File: src/rtl/head_fifo_pkg.sv
// Shared types and default thresholds for the head-FIFO drain scheduler.
package head_fifo_pkg;

    typedef enum logic [1:0] {IDLE, REQ, BURST, GAP} state_e;

    localparam int DEF_CNT_W     = 8;
    localparam int DEF_BURST_LEN = 16;
    localparam int DEF_FULL_HI   = 120;
    localparam int DEF_FULL_LO   = 100;
    localparam int DEF_FLUSH_TO  = 255;
    localparam int DEF_GAP_CYC   = 2;

endpackage

File: src/rtl/head_fifo_hyst.sv
// Registered FIFO count and upstream backpressure with hysteresis.
module head_fifo_hyst
    import head_fifo_pkg::*;
#(
    parameter int CNT_W   = DEF_CNT_W,
    parameter int FULL_HI = DEF_FULL_HI,
    parameter int FULL_LO = DEF_FULL_LO
) (
    input  logic             i_clk,
    input  logic             i_reset_n,
    input  logic [CNT_W-1:0] i_fifo_num,
    output logic [CNT_W-1:0] o_num_q,
    output logic             o_up_stall
);

    localparam logic [CNT_W-1:0] L_HI = CNT_W'(FULL_HI);
    localparam logic [CNT_W-1:0] L_LO = CNT_W'(FULL_LO);

    logic [CNT_W-1:0] r_num_q;
    logic             r_stall;
    logic             w_stall;

    // Stall reacts in the same cycle the registered count crosses a threshold.
    assign w_stall    = (r_num_q > L_HI) | (r_stall & ~(r_num_q < L_LO));
    assign o_up_stall = w_stall;
    assign o_num_q    = r_num_q;

    always_ff @(posedge i_clk) begin
        if (!i_reset_n) begin
            r_num_q <= '0;
            r_stall <= 1'b0;
        end else begin
            r_num_q <= i_fifo_num;
            r_stall <= w_stall;
        end
    end

endmodule

File: src/rtl/head_fifo_burst_sched.sv
// Drain scheduler: issues fixed or partial read bursts from the head FIFO downstream.
module head_fifo_burst_sched
    import head_fifo_pkg::*;
#(
    parameter int CNT_W     = DEF_CNT_W,
    parameter int BURST_LEN = DEF_BURST_LEN,
    parameter int FULL_HI   = DEF_FULL_HI,
    parameter int FULL_LO   = DEF_FULL_LO,
    parameter int FLUSH_TO  = DEF_FLUSH_TO,
    parameter int GAP_CYC   = DEF_GAP_CYC
) (
    input  logic             i_clk,
    input  logic             i_reset_n,
    input  logic [CNT_W-1:0] i_fifo_num,
    input  logic             i_fifo_empty,
    input  logic             i_flush_req,
    input  logic             i_dn_grant,
    input  logic             i_dn_ready,
    output logic             o_fifo_rd_en,
    output logic             o_dn_req,
    output logic             o_dn_last,
    output logic [CNT_W-1:0] o_burst_len,
    output logic             o_up_stall,
    output logic             o_busy
);

    localparam logic [CNT_W-1:0] L_BURST = CNT_W'(BURST_LEN);
    localparam logic [CNT_W-1:0] L_TO    = CNT_W'(FLUSH_TO);
    localparam logic [CNT_W-1:0] L_GAPM1 = CNT_W'(GAP_CYC - 1);

    state_e           r_state, w_nxt;
    logic [CNT_W-1:0] r_timer, r_len, r_beat, r_gap;
    logic [CNT_W-1:0] w_num_q;
    logic             w_rd, w_last, w_start;

    head_fifo_hyst #(
        .CNT_W   (CNT_W),
        .FULL_HI (FULL_HI),
        .FULL_LO (FULL_LO)
    ) u_hyst (
        .i_clk      (i_clk),
        .i_reset_n  (i_reset_n),
        .i_fifo_num (i_fifo_num),
        .o_num_q    (w_num_q),
        .o_up_stall (o_up_stall)
    );

    always_comb begin
        w_nxt       = r_state;
        w_rd        = 1'b0;
        w_last      = 1'b0;
        o_dn_req    = 1'b0;
        o_burst_len = '0;
        case (r_state)
            IDLE: begin
                // Full burst is checked first so it wins over a concurrent flush.
                if (w_num_q >= L_BURST)
                    w_nxt = REQ;
                else if ((w_num_q != '0) && ((r_timer == L_TO) || i_flush_req))
                    w_nxt = REQ;
            end
            REQ: begin
                o_dn_req    = 1'b1;
                o_burst_len = r_len;
                if (i_dn_grant) w_nxt = BURST;
            end
            BURST: begin
                o_burst_len = r_len;
                w_rd        = i_dn_ready & ~i_fifo_empty;
                w_last      = w_rd & (r_beat == r_len - 1'b1);
                if (w_last) w_nxt = GAP;
            end
            GAP: begin
                if (r_gap == L_GAPM1) w_nxt = IDLE;
            end
            default: w_nxt = IDLE;
        endcase
    end

    assign w_start      = (r_state == IDLE) && (w_nxt == REQ);
    assign o_fifo_rd_en = w_rd;
    assign o_dn_last    = w_last;
    assign o_busy       = (r_state != IDLE);

    always_ff @(posedge i_clk) begin
        if (!i_reset_n) begin
            r_state <= IDLE;
            r_timer <= '0;
            r_len   <= '0;
            r_beat  <= '0;
            r_gap   <= '0;
        end else begin
            r_state <= w_nxt;
            if ((r_state == IDLE) && (w_num_q != '0) && (w_num_q < L_BURST))
                r_timer <= (r_timer == L_TO) ? r_timer : r_timer + 1'b1;
            else
                r_timer <= '0;
            if (w_start) begin
                r_len  <= (w_num_q >= L_BURST) ? L_BURST : w_num_q;
                r_beat <= '0;
            end else if (w_rd) begin
                r_beat <= r_beat + 1'b1;
            end
            r_gap <= (r_state == GAP) ? r_gap + 1'b1 : '0;
        end
    end

endmodule
File: config.mk
export PLATFORM = sky130hd
export DESIGN_NAME = head_fifo_burst_sched
export DESIGN_NICKNAME = d
export VERILOG_FILES = /design/src/rtl/head_fifo_pkg.sv /design/src/rtl/head_fifo_hyst.sv /design/src/rtl/head_fifo_burst_sched.sv
export SDC_FILE = /design/constraint.sdc
export NUM_CORES = 1
export LEC_CHECK = 0
export CAP_MARGIN = 30
export CORE_MARGIN = 8
export CORE_UTILIZATION = 30
export CTS_CLUSTER_SIZE = 24
export DETAILED_ROUTE_END_ITERATION = 10
export PLACE_DENSITY = 0.57
export REMOVE_ABC_BUFFERS = 1
export SYNTH_ARGS = -nofsm -noshare
export SYNTH_HDL_FRONTEND = slang
export SYNTH_SLANG_ARGS = --single-unit
File: constraint.sdc
create_clock -name i_clk -period 2.7 [get_ports i_clk]
set_input_delay 0.27 -clock i_clk [delete_from_list [all_inputs] [get_ports i_clk]]
set_output_delay 0.27 -clock i_clk [all_outputs]
set_load 0.02 [all_outputs]
## Word-level counts from Yosys, hierarchy flattened

Cells that the tools add are included.

- Magnitude comparators: 4
- Add/subtract/negate cells: 4
- Reductions and logical operators: 12
- Equal/unequal tests: 7
- Bitwise gates (word level): 7
- Muxes and demuxes: 11

Operator list:

| operator | number |
|---|---|
| 8-bit by 1-bit adder with 8-bit output (second input constant) | 3 |
| 8-bit 2-to-1 mux | 2 |
| 2-bit 2-to-1 mux | 5 |
| 8-bit by 1-bit == test with 1-bit output (second input constant) | 1 |
| 8-bit == test | 1 |
| 8-bit == test (second input constant) | 1 |
| 8-bit by 5-bit >= comparator with 1-bit output (second input constant) | 1 |
| 8-bit by 7-bit greater-than comparator with 1-bit output (second input constant) | 1 |
| 8-bit by 5-bit less-than comparator with 1-bit output (second input constant) | 1 |
| 8-bit by 7-bit less-than comparator with 1-bit output (second input constant) | 1 |
| 2-bit one-hot mux with 4 select lines | 1 |
| 8-bit nonzero test | 1 |
| 8-bit by 1-bit subtractor with 8-bit output (second input constant) | 1 |
| 2-bit by 1-bit == test with 1-bit output (second input constant) | 2 |
| 2-bit == test (second input constant) | 2 |
| 1-bit logical AND | 4 |
| 2-bit AND reduction | 2 |
| 2-bit OR reduction | 2 |
| 1-bit AND | 3 |
| 1-bit 2-to-1 mux | 3 |
| 1-bit inverter | 3 |
| 2-bit zero test | 1 |
| 2-bit nonzero test | 1 |
| 1-bit logical OR | 1 |
| 1-bit OR | 1 |

- Bits of input ports: 14
- Logic and storage cells: 52
- Output and inout bits: 13
- Register bits: 43

## Depth between registers and ports, before layout

- Word-level depth: 9
- Gate-level depth with buffers: 10

## By module

Synthesis repeated with hierarchy kept, for this count alone.

- Cells, all modules: 253
- Area total of the unflattened synthesis: 2280.9 um^2

By module, submodules not included:

| module | instances | cells an instance | sequential area each (um^2) | area an instance (um^2) |
|---|---|---|---|---|
| head_fifo_burst_sched | 1 | 227 | 680.7 | 1979.4 |
| head_fifo_hyst | 1 | 26 | 180.2 | 301.5 |

## Worst setup path before layout

OpenSTA, ideal clock, no wires.

- Kind: flip-flop to flip-flop
- From: register r_state[0]
- To: register r_beat[2]
- Required time: 2.565 ns
- Setup slack: 0.441 ns
- Library setup time: 0.135 ns
- Arrival: 2.125 ns
- Path buffers: 2
- Cell stages (with the launch flop): 11
- Cells stage by stage: dfxtp_1 > inv_1 > ha_1 > and3b_1 > buf_2 > nand3_1 > nor3_1 > o2111ai_2 > a211oi_4 > buf_6 > nor3_1

- Elaborated cells between the ends (all ways): 14

RTL lines:

| element | line | source |
|---|---|---|
| from (decl) | head_fifo_burst_sched.sv:31 | `state_e r_state, w_nxt;` |
| from (signal assigned) | head_fifo_burst_sched.sv:93 | `r_state <= w_nxt;` |
| 2-bit == test | head_fifo_burst_sched.sv:54 | `case (r_state)` |
| 1-bit 2-to-1 mux | head_fifo_burst_sched.sv:54 |  |
| via o_fifo_rd_en | head_fifo_burst_sched.sv:19 | `output logic o_fifo_rd_en,` |
| to (signal assigned) | head_fifo_burst_sched.sv:102 | `r_beat <= r_beat + 1'b1;` |
| to (decl) | head_fifo_burst_sched.sv:32 | `logic [CNT_W-1:0] r_timer, r_len, r_beat, r_gap;` |

The timed path passes the listed nets, and every way through them passes these cells.
A chain may end at the register's enable or synchronous reset.

## Worst setup path after layout

- From: register r_state[0]
- To: output port o_dn_last

- Longest elaborated chain between the ends: 2

RTL lines:

| element | line | source |
|---|---|---|
| 2-bit == test | head_fifo_burst_sched.sv:54 |  |
| 1-bit 2-to-1 mux | head_fifo_burst_sched.sv:54 |  |
| to (decl) | head_fifo_burst_sched.sv:21 | `output logic o_dn_last,` |

Every way passes these cells.

==> key figures <==
Critical path
  • Reg-to-reg slack, setup: 0.47 ns
  • Setup Crit Path Kind: reg2out
  • Crit. End Element: output pin
  • Max FO, Critical Path: 4
  • Crit start category: flop
  • Worst path arrival time: 2.18 ns
  • Worst path required time: 2.43 ns

Synthesis
  • Share of the synthesized area in the top cell type: 39.9%
  • EDFF count, synth: 0
  • Mean Syn Cell Area: 9.10 um2
  • Yosys cell types: 44
  • Post-synthesis register bit count: 43
  • Synth area leader: dfxtp_1
  • Synth Instances: 237
  • Post-Syn Area: 0.00216 mm2
  • Synth warnings: 0
  • Sequential share of the synthesized area: 39.9%
  • Top FF cell, synth: dfxtp_1
  • Ranking of synthesized cells by area: dfxtp_1 40%, xor2_1 6.1%, ha_1 5.8%
  • Synth async-reset ratio: 0%

Routing
  • Pre-antenna DRT Iters: 4
  • Vias: 1647
  • Vias per cell: 4.52
  • Routed Antenna Nets: 0
  • DR iter-0 viols: 55
  • Total Wirelength: 4.42 mm
  • Drt drc: 0
  • Drt wl/cell: 12.1 um

Place
  • Pre-CTS setup slack: 0.265 ns
  • Placer Congestion: 0.805
  • IO Port Bufs: 26
  • DP HPWL: 3.32 mm

CTS
  • CTS Sinks: 43
  • Worst-path clk slew: 0.09 ns
  • Root Buffer: clkbuf_8
  • H-tree levels: 2
  • Worst-skew pair later-pin latency: 0.30 ns
  • CTS tree: yes
  • Longest Clk Path Bufs: 2
  • Number of setup buffers added after CTS: 0
  • Num CTS Buffers: 5

STA
  • Headroom to the max-slew limit: 53.6%
  • Total negative slack: 0 ns
  • Worst clock skew: 0.0113 ns
  • Fin worst setup slack: 0.254 ns
  • RSZ-0062 raised after global routing: no
  • Fin. Hold Viols: 0
  • Fin crit period: 2.45 ns
  • Final critical-path share of the clock period: 90.6%
  • Max Freq: 0.409 GHz
  • Setup violators final: 0
  • Max-slew violation count: 0
  • Worst Tran Pin Value: 0.695 ns

Floorplanning
  • Rows: 31
  • Core box area: 0.00710 mm2
  • Initial Utilization: 30.4%
  • Die width: 101 um
  • I/O Pins: 27
  • Die Y: 101 um
  • Die footprint: 0.0102 mm2

Run status
  • Status: completed

Cells and area
  • Storage element area: 862 um2
  • Multi-input gate area: 0.00121 mm2
  • Post-layout nets: 288
  • Area Growth Syn to Fin: 20.7%
  • Fill count: 720
  • Layout cells sized above 1: 8.68%
  • Antenna cells: 0

Power and ir drop
  • Final total power: 1.27 mW
  • Worst-case vdd ir drop: 0.000179 V
  • Power Dens Cells: 488 mW/mm2
  • Lkg Pwr: 0.978 nW

Worst hold path
  • Hold crit path type: reg2reg

Global route
  • Initial antenna violation count: 0
  • GR Util All Layers: 9.10%
  • Pin count of the biggest net entering global routing: 23
  • Grt ovf: 0
  • First-pass GRT wire length: 7.48 mm
  • Vias in the first global route: 1580

Job
  • Max-Cap Viols: 0
[placed cells by master, fill, tap and decap left out, types with 2 or more instances in the layout]
cell / instances
nor3b_2: 3
nand2_1: 14
nor4_1: 3
clkbuf_8: 5
a31oi_1: 3
nor4_2: 2
o2111ai_2: 2
or3_1: 2
o21ai_0: 3
a21oi_1: 7
clkdlybuf4s50_1: 25
xor2_1: 15
nor3_1: 11
nand2b_1: 2
nor2_1: 21
mux2i_1: 7
inv_1: 9
o2111ai_1: 2
xnor2_1: 13
nand3_1: 16
ha_1: 10
nand4_1: 3
and2_1: 17
buf_4: 4
and3_1: 4
dfxtp_1: 42
clkinv_2: 3
[layer usage]
layer  up-vias  global-route usage, %  routed length [um]
met5         -                      0                   0
met4         0                   3.14                  55
met3         6                   2.56                 156
met2        14                   14.6                2090
met1       767                   11.4                2120
li1        860                      -                   -
[registers in the layout (all words and copies together) (netlist names)]
name,flops
r_beat,8
r_gap,8
r_len,8
r_state,2
r_timer,8
u_hyst.o_num_q,8
u_hyst.r_stall,1
[worst max-delay path, stage by stage, from the launching register on]
cell and delay (ns):
dfxtp_1 0.35, inv_1 0.13, ha_1 0.23, and3b_1 0.21
nand3_1 0.07, nor3_1 0.24, o2111ai_2 0.22, inv_1 0.10
dlygate4sd2_1 0.33
[final cells by class]
class / count / area share [%]
Clock buffer: 5 / 2.65
Sequential cell: 43 / 33.1
Inverter: 9 / 1.30
Timing Repair Buffer: 30 / 11.1
Multi-Input combinational cell: 175 / 46.5
Tap cell: 99 / 4.76
Clock inverter: 3 / 0.577
[per-stage QoR]
stage,cell area [um2],std cells,hold WS (ns),util [%]
final,2600,364,0.473,36.6
after global routing,2600,364,0.516,36.6
after CTS,2600,364,0.488,36.6
after detailed placement,2520,356,0.453,35.5
after global placement,2520,356,0.445,35.5
after floorplan,2100,227,0.386,-
[path summary, 6_finish.rpt]
check	end	cells after the start	from
max reg2reg	r_len[4]	9	r_state[0]
max	o_dn_last	8	r_state[0]
min	r_len[0]	2	u_hyst.o_num_q[0]
min reg2reg	r_len[0]	2	u_hyst.o_num_q[0]
[logic make-up after synthesis]
family	Yosys count	share of synthesized area (%)
AOI/OAI and AO/OA	24	8.53
DFF	43	39.9
xor gates and xnor gates	28	11.4
adders and majority gates	10	5.80
muxes	7	3.25
and+or+nand+nor	106	27.1
buffers and inverters	19	4.00
[report_power, final]
| part | switching (mW) | internal, mW |
|---|---|---|
| Sequential | 0.0204 | 0.650 |
| Combinational | 0.109 | 0.0970 |
| Clock | 0.216 | 0.177 |
| Total | 0.345 | 0.924 |
[repair_timing]
action	in CTS	in global routing
resized for setup	2	0
hold buffers	0	0
endpoints found under the hold margin	0	0
endpoints found under the setup margin	1	0
[cells in the mapped netlist (all sizes together) (2+ instances only)]
| master | count |
|---|---|
| dfxtp | 43 |
| nor2 | 21 |
| and2 | 18 |
| nand3 | 16 |
| xor2 | 15 |
| nand2 | 14 |
| xnor2 | 13 |
| nor3 | 11 |
| ha | 10 |
| inv | 9 |
| a21oi | 7 |
| mux2i | 7 |
| buf | 5 |
| clkbuf | 5 |
| nor4 | 5 |
| and3 | 4 |
| nor3b | 4 |
| o2111ai | 4 |
| a31oi | 3 |
| nand4 | 3 |
| o21ai | 3 |
| a211oi | 2 |
| nand2b | 2 |
| or3 | 2 |
Note: power is estimated with default switching activity, not from simulation.
